[config.mk]
export PLATFORM = sky130hd
export DESIGN_NAME = iod_delay_train_ctrl
export DESIGN_NICKNAME = d
export VERILOG_FILES = /design/src/rtl/iod_delay_train_ctrl.sv
export SDC_FILE = /design/constraint.sdc
export NUM_CORES = 1
export LEC_CHECK = 0
export CORE_UTILIZATION = 64
export CTS_CLUSTER_SIZE = 24
export DETAILED_ROUTE_END_ITERATION = 8
export HOLD_SLACK_MARGIN = 0.12
export PLACE_DENSITY = 0.85
export SYNTH_ARGS = -nofsm -noshare
export SYNTH_HDL_FRONTEND = slang
export SYNTH_SLANG_ARGS = --single-unit
export TNS_END_PERCENT = 100
[constraint.sdc]
create_clock -name FAB_CLK -period 11.3 [get_ports FAB_CLK]
set_clock_uncertainty 0.05 [all_clocks]
set_input_delay 3.39 -clock FAB_CLK [delete_from_list [all_inputs] [get_ports FAB_CLK]]
set_output_delay 3.39 -clock FAB_CLK [all_outputs]
set_load 0.02 [all_outputs]
[src/rtl/iod_delay_train_ctrl.sv]
// ---------------------------------------------------------------------------
// iod_delay_train_ctrl
//
// Purpose: trains the input delay of NUM_LANES IOD lanes one after another.
// For each lane the delay line is reloaded to tap 0 and swept upward one tap
// at a time. At every tap the eye-monitor flags are cleared, the lane is left
// to settle, then a pass/fail sample is taken. The longest run of passing taps
// (lowest run on a tie) is kept, its centre is computed, and the delay line is
// reloaded and stepped up to that centre.
//
// Ports:
//   FAB_CLK                 in   fabric clock, rising edge
//   ARST                    in   asynchronous active-high reset
//   TRAIN_START             in   single-cycle start request (sampled in IDLE)
//   TRAIN_MODE              in   0 = eye-monitor flags, 1 = RX_DATA stability
//   EYE_MONITOR_EARLY/LATE  in   per-lane eye flags
//   RX_DATA                 in   per-lane data, lane n at [n*DATA_W +: DATA_W]
//   DELAY_LINE_OUT_OF_RANGE in   per-lane delay-line limit flag
//   DELAY_LINE_MOVE         out  one-cycle step pulse, active lane only
//   DELAY_LINE_DIRECTION    out  step direction (1 = increment)
//   DELAY_LINE_LOAD         out  one-cycle reload-to-tap-0 pulse
//   EYE_MONITOR_CLEAR_FLAGS out  one-cycle flag clear pulse
//   TRAIN_BUSY              out  high while training
//   TRAIN_DONE              out  one-cycle completion pulse
//   TRAIN_ERR               out  sticky per-lane failure (window too small)
//   LANE_TAP                out  final centred tap per lane
// ---------------------------------------------------------------------------
module iod_delay_train_ctrl #(
    parameter int NUM_LANES  = 1,
    parameter int DATA_W     = 8,
    parameter int TAP_W      = 8,
    parameter int MAX_TAPS   = 128,
    parameter int SETTLE_CYC = 16,
    parameter int MIN_WIN    = 4
) (
    input  logic                       FAB_CLK,
    input  logic                       ARST,
    input  logic                       TRAIN_START,
    input  logic                       TRAIN_MODE,
    input  logic [NUM_LANES-1:0]       EYE_MONITOR_EARLY,
    input  logic [NUM_LANES-1:0]       EYE_MONITOR_LATE,
    input  logic [NUM_LANES*DATA_W-1:0] RX_DATA,
    input  logic [NUM_LANES-1:0]       DELAY_LINE_OUT_OF_RANGE,
    output logic [NUM_LANES-1:0]       DELAY_LINE_MOVE,
    output logic [NUM_LANES-1:0]       DELAY_LINE_DIRECTION,
    output logic [NUM_LANES-1:0]       DELAY_LINE_LOAD,
    output logic [NUM_LANES-1:0]       EYE_MONITOR_CLEAR_FLAGS,
    output logic                       TRAIN_BUSY,
    output logic                       TRAIN_DONE,
    output logic [NUM_LANES-1:0]       TRAIN_ERR,
    output logic [NUM_LANES*TAP_W-1:0] LANE_TAP
);

    localparam int LANE_W = (NUM_LANES > 1) ? $clog2(NUM_LANES) : 1;
    localparam int SET_W  = $clog2(SETTLE_CYC) + 1;

    typedef enum logic [3:0] {
        S_IDLE, S_LOAD, S_CLEAR, S_SETTLE, S_SAMPLE, S_STEP,
        S_CALC, S_RELOAD, S_CENTER, S_NEXT, S_DONE
    } state_t;

    state_t r_state;
    state_t w_state_next;

    logic [LANE_W-1:0]          r_lane;
    logic [TAP_W-1:0]           r_tap;
    logic [SET_W-1:0]           r_settle_cnt;
    logic                       r_mode;
    logic [DATA_W-1:0]          r_prev_data;
    logic [TAP_W-1:0]           r_run_start;
    logic [TAP_W:0]             r_run_len;
    logic [TAP_W-1:0]           r_best_start;
    logic [TAP_W:0]             r_best_len;
    logic [TAP_W-1:0]           r_centre;
    logic [TAP_W-1:0]           r_move_cnt;
    logic                       r_gap;
    logic [NUM_LANES-1:0]       r_err;
    logic [NUM_LANES*TAP_W-1:0] r_lane_tap;

    logic [NUM_LANES-1:0] w_lane_oh;
    logic [DATA_W-1:0]    w_lane_data_arr [NUM_LANES];
    logic [DATA_W-1:0]    w_lane_data;
    logic                 w_early;
    logic                 w_late;
    logic                 w_oor;
    logic                 w_pass;
    logic                 w_sweep_end;
    logic                 w_last_lane;
    logic [TAP_W:0]       w_fin_len;
    logic [TAP_W-1:0]     w_fin_start;
    logic [TAP_W-1:0]     w_centre;
    logic                 w_short;
    logic                 w_center_move;
    logic                 w_center_done;

    genvar gi;
    generate
        for (gi = 0; gi < NUM_LANES; gi++) begin : g_lane
            assign w_lane_oh[gi]       = (r_lane == LANE_W'(gi));
            assign w_lane_data_arr[gi] = RX_DATA[gi*DATA_W +: DATA_W];
        end
    endgenerate

    assign w_lane_data = w_lane_data_arr[r_lane];
    assign w_early     = |(EYE_MONITOR_EARLY & w_lane_oh);
    assign w_late      = |(EYE_MONITOR_LATE & w_lane_oh);
    assign w_oor       = |(DELAY_LINE_OUT_OF_RANGE & w_lane_oh);

    // Mode 1 compares the sample against the value captured on the final
    // SETTLE cycle (r_prev_data is refreshed on every SETTLE cycle).
    assign w_pass      = r_mode ? (w_lane_data == r_prev_data) : !(w_early | w_late);
    assign w_sweep_end = (r_tap == TAP_W'(MAX_TAPS - 1)) || w_oor;
    assign w_last_lane = (r_lane == LANE_W'(NUM_LANES - 1));

    // A run still open when the sweep stops competes here; a failing sample
    // has already folded its closed run into the best tracker.
    assign w_fin_len   = (r_run_len > r_best_len) ? r_run_len : r_best_len;
    assign w_fin_start = (r_run_len > r_best_len) ? r_run_start : r_best_start;
    assign w_centre    = w_fin_start + w_fin_len[TAP_W:1];
    assign w_short     = (w_fin_len < (TAP_W+1)'(MIN_WIN));

    assign w_center_done = (r_move_cnt == r_centre);
    assign w_center_move = !w_center_done && !r_gap;

    assign TRAIN_ERR = r_err;
    assign LANE_TAP  = r_lane_tap;

    always_ff @(posedge FAB_CLK or posedge ARST) begin
        if (ARST) begin
            r_state <= S_IDLE;
        end else begin
            r_state <= w_state_next;
        end
    end

    always_comb begin
        w_state_next            = r_state;
        DELAY_LINE_MOVE         = '0;
        DELAY_LINE_DIRECTION    = '0;
        DELAY_LINE_LOAD         = '0;
        EYE_MONITOR_CLEAR_FLAGS = '0;
        TRAIN_BUSY              = 1'b1;
        TRAIN_DONE              = 1'b0;
        case (r_state)
            S_IDLE: begin
                TRAIN_BUSY = 1'b0;
                if (TRAIN_START) w_state_next = S_LOAD;
            end
            S_LOAD: begin
                DELAY_LINE_LOAD = w_lane_oh;
                w_state_next    = S_CLEAR;
            end
            S_CLEAR: begin
                EYE_MONITOR_CLEAR_FLAGS = w_lane_oh;
                w_state_next            = S_SETTLE;
            end
            S_SETTLE: begin
                if (r_settle_cnt == SET_W'(SETTLE_CYC - 1)) w_state_next = S_SAMPLE;
            end
            S_SAMPLE: begin
                w_state_next = w_sweep_end ? S_CALC : S_STEP;
            end
            S_STEP: begin
                DELAY_LINE_MOVE      = w_lane_oh;
                DELAY_LINE_DIRECTION = w_lane_oh;
                w_state_next         = S_CLEAR;
            end
            S_CALC: begin
                w_state_next = S_RELOAD;
            end
            S_RELOAD: begin
                DELAY_LINE_LOAD = w_lane_oh;
                w_state_next    = S_CENTER;
            end
            S_CENTER: begin
                if (w_center_move) begin
                    DELAY_LINE_MOVE      = w_lane_oh;
                    DELAY_LINE_DIRECTION = w_lane_oh;
                end
                if (w_center_done) w_state_next = S_NEXT;
            end
            S_NEXT: begin
                w_state_next = w_last_lane ? S_DONE : S_LOAD;
            end
            S_DONE: begin
                TRAIN_BUSY   = 1'b0;
                TRAIN_DONE   = 1'b1;
                w_state_next = S_IDLE;
            end
            default: begin
                TRAIN_BUSY   = 1'b0;
                w_state_next = S_IDLE;
            end
        endcase
    end

    always_ff @(posedge FAB_CLK or posedge ARST) begin
        if (ARST) begin
            r_lane       <= '0;
            r_tap        <= '0;
            r_settle_cnt <= '0;
            r_mode       <= 1'b0;
            r_prev_data  <= '0;
            r_run_start  <= '0;
            r_run_len    <= '0;
            r_best_start <= '0;
            r_best_len   <= '0;
            r_centre     <= '0;
            r_move_cnt   <= '0;
            r_gap        <= 1'b0;
            r_err        <= '0;
            r_lane_tap   <= '0;
        end else begin
            case (r_state)
                S_IDLE: begin
                    if (TRAIN_START) begin
                        r_mode     <= TRAIN_MODE;
                        r_err      <= '0;
                        r_lane_tap <= '0;
                        r_lane     <= '0;
                    end
                end
                S_LOAD: begin
                    r_tap        <= '0;
                    r_run_start  <= '0;
                    r_run_len    <= '0;
                    r_best_start <= '0;
                    r_best_len   <= '0;
                end
                S_CLEAR: begin
                    r_settle_cnt <= '0;
                end
                S_SETTLE: begin
                    r_settle_cnt <= r_settle_cnt + 1'b1;
                    r_prev_data  <= w_lane_data;
                end
                S_SAMPLE: begin
                    if (w_pass) begin
                        if (r_run_len == '0) r_run_start <= r_tap;
                        r_run_len <= r_run_len + 1'b1;
                    end else begin
                        // Strictly longer only, so the lowest run wins a tie.
                        if (r_run_len > r_best_len) begin
                            r_best_start <= r_run_start;
                            r_best_len   <= r_run_len;
                        end
                        r_run_len <= '0;
                    end
                end
                S_STEP: begin
                    r_tap <= r_tap + 1'b1;
                end
                S_CALC: begin
                    r_centre   <= w_short ? '0 : w_centre;
                    r_move_cnt <= '0;
                    r_gap      <= 1'b0;
                    if (w_short) r_err <= r_err | w_lane_oh;
                end
                S_CENTER: begin
                    if (!w_center_done) begin
                        // Alternate pulse and gap; count a move once its gap ends.
                        r_gap <= !r_gap;
                        if (r_gap) r_move_cnt <= r_move_cnt + 1'b1;
                    end else begin
                        for (int l = 0; l < NUM_LANES; l++) begin
                            if (w_lane_oh[l]) r_lane_tap[l*TAP_W +: TAP_W] <= r_centre;
                        end
                    end
                end
                S_NEXT: begin
                    if (!w_last_lane) r_lane <= r_lane + 1'b1;
                end
                default: begin
                end
            endcase
        end
    end

endmodule

After elaboration in Yosys (flattened, before gate mapping)
Cells that the tools add are included.
{ "word_totals": {"register_bits": 87, "inputBits": 15, "out_inout_bits": 15, "elab_cells": 122} }
{ "op_classes": {"add_sub_neg": 6, "n_lt_le_gt_ge": 3, "n_eq_ne": 24, "mux": 42, "bitwise": 6, "reduce_logical": 26} }
{ "ops": {"columns": ["op", "n"], "rows": [
  ["8-bit 2-to-1 mux", 11],
  ["8-bit case mux with 2 select lines", 5],
  ["4-bit case mux with 9 select lines", 1],
  ["9-bit case mux with 2 select lines", 2],
  ["9-bit 2-to-1 mux", 3],
  ["2-bit inequality test (second input constant)", 10],
  ["8-bit by 1-bit adder with 8-bit output (second input constant)", 2],
  ["4-bit by 3-bit == test with 1-bit output (second input constant)", 4],
  ["8-bit == test", 2],
  ["4-bit 2-to-1 mux", 4],
  ["2-bit nonzero test", 7],
  ["4-bit == test (second input constant)", 3],
  ["3-bit AND reduction", 4],
  ["1-bit 2-to-1 mux", 10],
  ["5-bit case mux with 2 select lines", 1],
  ["9-bit by 1-bit adder with 9-bit output (second input constant)", 1],
  ["9-bit greater-than comparator", 1],
  ["9-bit zero test", 1],
  ["9-bit by 3-bit less-than comparator with 1-bit output (second input constant)", 1],
  ["9-bit OR reduction", 1],
  ["8-bit adder", 1],
  ["4-bit by 2-bit == test with 1-bit output (second input constant)", 2],
  ["8-bit by 7-bit == test with 1-bit output (second input constant)", 1],
  ["1-bit case mux with 2 select lines", 4],
  ["16 further kinds", 25]
]} }

Longest topological paths before layout
{ "depth": {"ltp_word": 7, "ltp_mapped": 18} }

Worst setup path before layout
OpenSTA, ideal clock, no wires.
{ "synth_timing": {"path_kind": "flip-flop to output port", "startpoint": "register r_state[2]", "endpoint": "output DELAY_LINE_MOVE", "t_arrival_ns": 1.848, "required_ns": 7.860, "path_slack_ns": 6.012, "stages_incl_launch_ff": 7, "n_path_buf": 2, "path_cell_list": "dfrtp_1 -> clkbuf_1 -> nand2b_1 -> nor3_1 -> o21ai_1 -> o21ai_0 -> buf_4"} }
{ "synth_between": {"elab_chain_cells": 2, "word_cells_on_any_way": 3, "classes_between": "eq/ne (2); mux (1)"} }
{ "synth_rtl": {"columns": ["element", "line", "source"], "rows": [
  ["from (decl)", "62", "state_t r_state;"],
  ["from (signal assigned)", "132", "r_state <= w_state_next;"],
  ["4-bit == test or 4-bit by 3-bit == test with 1-bit output (tied branches)", null, null],
  ["1-bit case mux with 2 select lines *", null, null],
  ["to (decl)", "44", "output logic [NUM_LANES-1:0] DELAY_LINE_MOVE,"]
]} }
Mark *: on every way between the ends. The rest lies on a longest branch, timed or not.

Final worst setup path
{ "layout_timing": {"startpoint": "register r_state[2]", "endpoint": "output DELAY_LINE_DIRECTION"} }
{ "layout_between": {"elab_chain_cells": 2, "word_cells_on_any_way": 3, "classes_between": "eq/ne (2); mux (1)"} }
{ "layout_rtl": {"columns": ["element", "line", "source"], "rows": [
  ["4-bit == test or 4-bit by 3-bit == test with 1-bit output (tied branches)", "144", "case (r_state)"],
  ["1-bit case mux with 2 select lines *", "144", null],
  ["to (decl)", "45", "output logic [NUM_LANES-1:0] DELAY_LINE_DIRECTION,"]
]} }
Marks and branches as above.

==> flow_summary.ini <==
[timing]
drv_slew = 0
timing.final.crit_period_ps = 6840
tightest_slew_ps = 1050
rsz0062_at_grt = false
min_period_over_period = 0.605
fin_tns_setup_ps = 0
max_freq_ghz = 0.146
slew_headroom = 0.293
setup_violations = 0
finalHoldViolations = 0

[global_routing]
grt.total_usage = 0.280
grt_max_degree = 87
overflow = 0
antenna_found_initial = 0
grt_pass1_vias = 3665
grt_pass1_wl_microns = 16700

[layout]
area_growth_syn_to_layout_pct = 11.3
fillCellCount = 540
multi_input_area_sq_um = 2440
final_layout_size_suffix_gt1_frac = 0.0667
diodes = 0
regArea_sq_um = 2150
nets = 603
reg_top3 = r_best_len (9), r_run_len (9)

[detailed_routing]
drc = 0
wl_microns = 10200
vias = 3968
drtIter0Drc = 328
drtAntennaViolNets = 0
drt_pre_antenna_iters = 5
avgRoutedWirePerCell_microns = 15.3
avgViaCountPerCell = 5.93

[clock_network]
clk_latency_ps = 360
cts_buffer_depth = 2
cts_made_buffers = 9
clock-sinks = 86
cts_resized = 0
cts_tree = yes
cts_setup_buffers = 0
cts_root_buf = clkbuf_8
ctsHoldBuffers = 0
path_clk_slew_ps = 80
htree_levels = 3

[synthesis]
synth_compound_area_frac = 0.151
synth_top_family_by_area = simple AND/OR/NAND/NOR gates
synth_async_sr_flop_share = 1.00
syn_nets = 586
yosys.cell_types.count = 49
syn_avg_cell_area_sq_um = 8.80
synthFlopType = dfrtp_1
yosys-mux-area-fraction = 0.0249
synth_edf_count = 0
syn_area_sq_um = 4820
yosys.area_share.xor_xnor = 0.0636
syn_inst = 548
ys_ff_latch = 86
ys.warnings.count = 0
yosys.area_share.simple = 0.205
ys_seq_area_frac = 0.446
synth_fa_ha_area_frac = 0.0613

[placement]
port_buffers = 29
post-dp-hpwl_microns = 7280
gp_congestion = 0.850

[power]
power.leakage_nw = 2.35
p_clk_frac = 0.220
p_switching_mw = 0.422
swShare = 0.377
power_density_nw_per_um2 = 209
peakVddDrop_v = 0.0000964
p_int_mw = 0.698
pwr-share-seq = 0.397
total_power_mw = 1.12
comb_power_share = 0.382

[min_path]
hp-class = flop to flop
min_from = LANE_TAP[4]
min_to = LANE_TAP[4]
worstHoldPathCells = 2

[die]
die_area_sq_um = 7880
io_pins = 30
die_x_microns = 88.8
core-area_sq_um = 7250
start_util = 0.665
rows = 31
die_y_microns = 88.8

[critical_path]
rr_endpoint = r_centre[6]
slowest_delay_ps = 830
worst-r2r-cell-count = 14
slowest_stage = nor3_1
worstPathRequired_ps = 7860
crit_buf_inv = 1
crit_type = flop to primary output
arrival_ps = 3400
regToRegStartpoint = r_run_len[8]
end_kind = primary output
r2r_slack_ps = 7090
crit_fanout = 17
critPathLaunch = r_state[2]
critical_path_cell_count = 5
crit_family = simple AND/OR/NAND/NOR gates
crit_chain = nand2b_1 -> nor3_1 -> o21ai_1 -> o21ai_0 -> clkdlybuf4s50_1
cp-start-kind = flop

[status]
status = completed

[job]
maxCapViolations = 0
## worst reg2reg max path, stage by stage (launching register included)
cell	delay, ps
dfrtp_1	480
ha_1	400
nand4_1	170
a211oi_1	380
a211o_1	250
and2_4	340
mux2_2	370
ha_1	220
fa_1	410
a21o_1	180
a21oi_1	250
o21bai_1	100
a21oi_1	180
xor2_1	220
o31ai_2	80
## layout make-up
cell class	instances	share of cell area
multi-input cells	408	0.454
flip-flops and latches	86	0.401
repair buffers	32	0.0583
clock buffers	11	0.0282
well taps	99	0.0231
inverters	28	0.0198
clock inverters	5	0.0152
## cells in the mapped netlist, types with 2 or more instances
cell type | instances | share of area
nand2_1 | 111 | 0.086
dfrtp_1 | 86 | 0.45
o21ai_0 | 62 | 0.064
nor2_1 | 35 | 0.027
nand3_1 | 29 | 0.030
inv_1 | 28 | 0.022
ha_1 | 22 | 0.057
xor2_1 | 18 | 0.033
xnor2_1 | 17 | 0.031
clkbuf_1 | 15 | 0.012
nor3_1 | 10 | 0.010
o31ai_1 | 10 | 0.016
a21oi_1 | 9 | 0.0093
mux2_2 | 8 | 0.019
nand2b_1 | 8 | 0.010
buf_2 | 7 | 0.0073
nand4_1 | 7 | 0.0091
o31ai_2 | 6 | 0.016
a21o_1 | 5 | 0.0078
and3_1 | 5 | 0.0065
nor4_1 | 5 | 0.0065
a211oi_1 | 3 | 0.0047
a31oi_1 | 3 | 0.0039
and2_1 | 3 | 0.0039
mux2i_1 | 3 | 0.0062
o22ai_1 | 3 | 0.0039
a2111oi_0 | 2 | 0.0036
buf_6 | 2 | 0.0047
o21bai_1 | 2 | 0.0031
o41ai_1 | 2 | 0.0036
or2_2 | 2 | 0.0026
or3_1 | 2 | 0.0026
or4_1 | 2 | 0.0031
## power groups by stage
| stage | Sequential [mW] | Clock [mW] | Combinational [mW] |
|---|---|---|---|
| floorplan | 0.426 | 0 | 0.343 |
| global placement | 0.445 | 0 | 0.404 |
| detailed placement | 0.450 | 0 | 0.426 |
| CTS | 0.444 | 0.248 | 0.428 |
| global route | 0.455 | 0.263 | 0.480 |
| finish | 0.445 | 0.247 | 0.428 |
## metrics by stage
stage	hold WS, ps	worst slack (ps)	utilization	area [sq um]	cells
after floorplan	388	5640	-	4820	548
after global placement	410	5000	0.708	5130	653
after detailed placement	417	4880	0.708	5130	653
after CTS	436	4500	0.740	5370	669
after global routing	465	4140	0.740	5370	669
final	429	4460	0.740	5370	669
## layout by cell type (no fill, tap or decap), drive strengths merged, types with 3 or more instances in the layout
cell,Yosys,routed
ha,22,22
xor2,18,18
clkinv,0,3
nor4,5,5
o21ai,63,63
a211oi,3,3
nand2,111,111
nor2,35,35
nor3,10,10
xnor2,17,17
nand4,7,7
dfrtp,86,86
mux2i,3,3
a21oi,10,10
clkbuf,15,11
nand3,29,29
and3,5,5
buf,11,3
o31ai,16,16
o22ai,3,3
a31oi,3,3
nand2b,8,8
mux2,8,8
a21o,5,5
inv,28,27
clkdlybuf4s50,0,29
and2,4,4
## layer usage
layer | share of wire | GRT usage | vias up
met4 | 0.033 | 0.130 | 0
met3 | 0.049 | 0.0448 | 39
li1 | - | - | 1914
met5 | 0 | 0 | -
met1 | 0.44 | 0.379 | 1882
met2 | 0.48 | 0.443 | 133
## kinds of logic (layout without fill, tap and decap cells)
family	Yosys count	in the layout
buf+inv	54	76
compound gates	116	116
mux	11	11
simple gates	223	223
xor+xnor	35	35
fa+ha+maj	23	23
flops	86	86
## worst max path at each step
stage                                 to  slack, ps
finish              DELAY_LINE_DIRECTION       4460
global route             DELAY_LINE_MOVE       4140
CTS                 DELAY_LINE_DIRECTION       4500
detailed placement  DELAY_LINE_DIRECTION       4880
global placement    DELAY_LINE_DIRECTION       5000
floorplan                    LANE_TAP[0]       5640
Power figures use the tool's default switching activity.
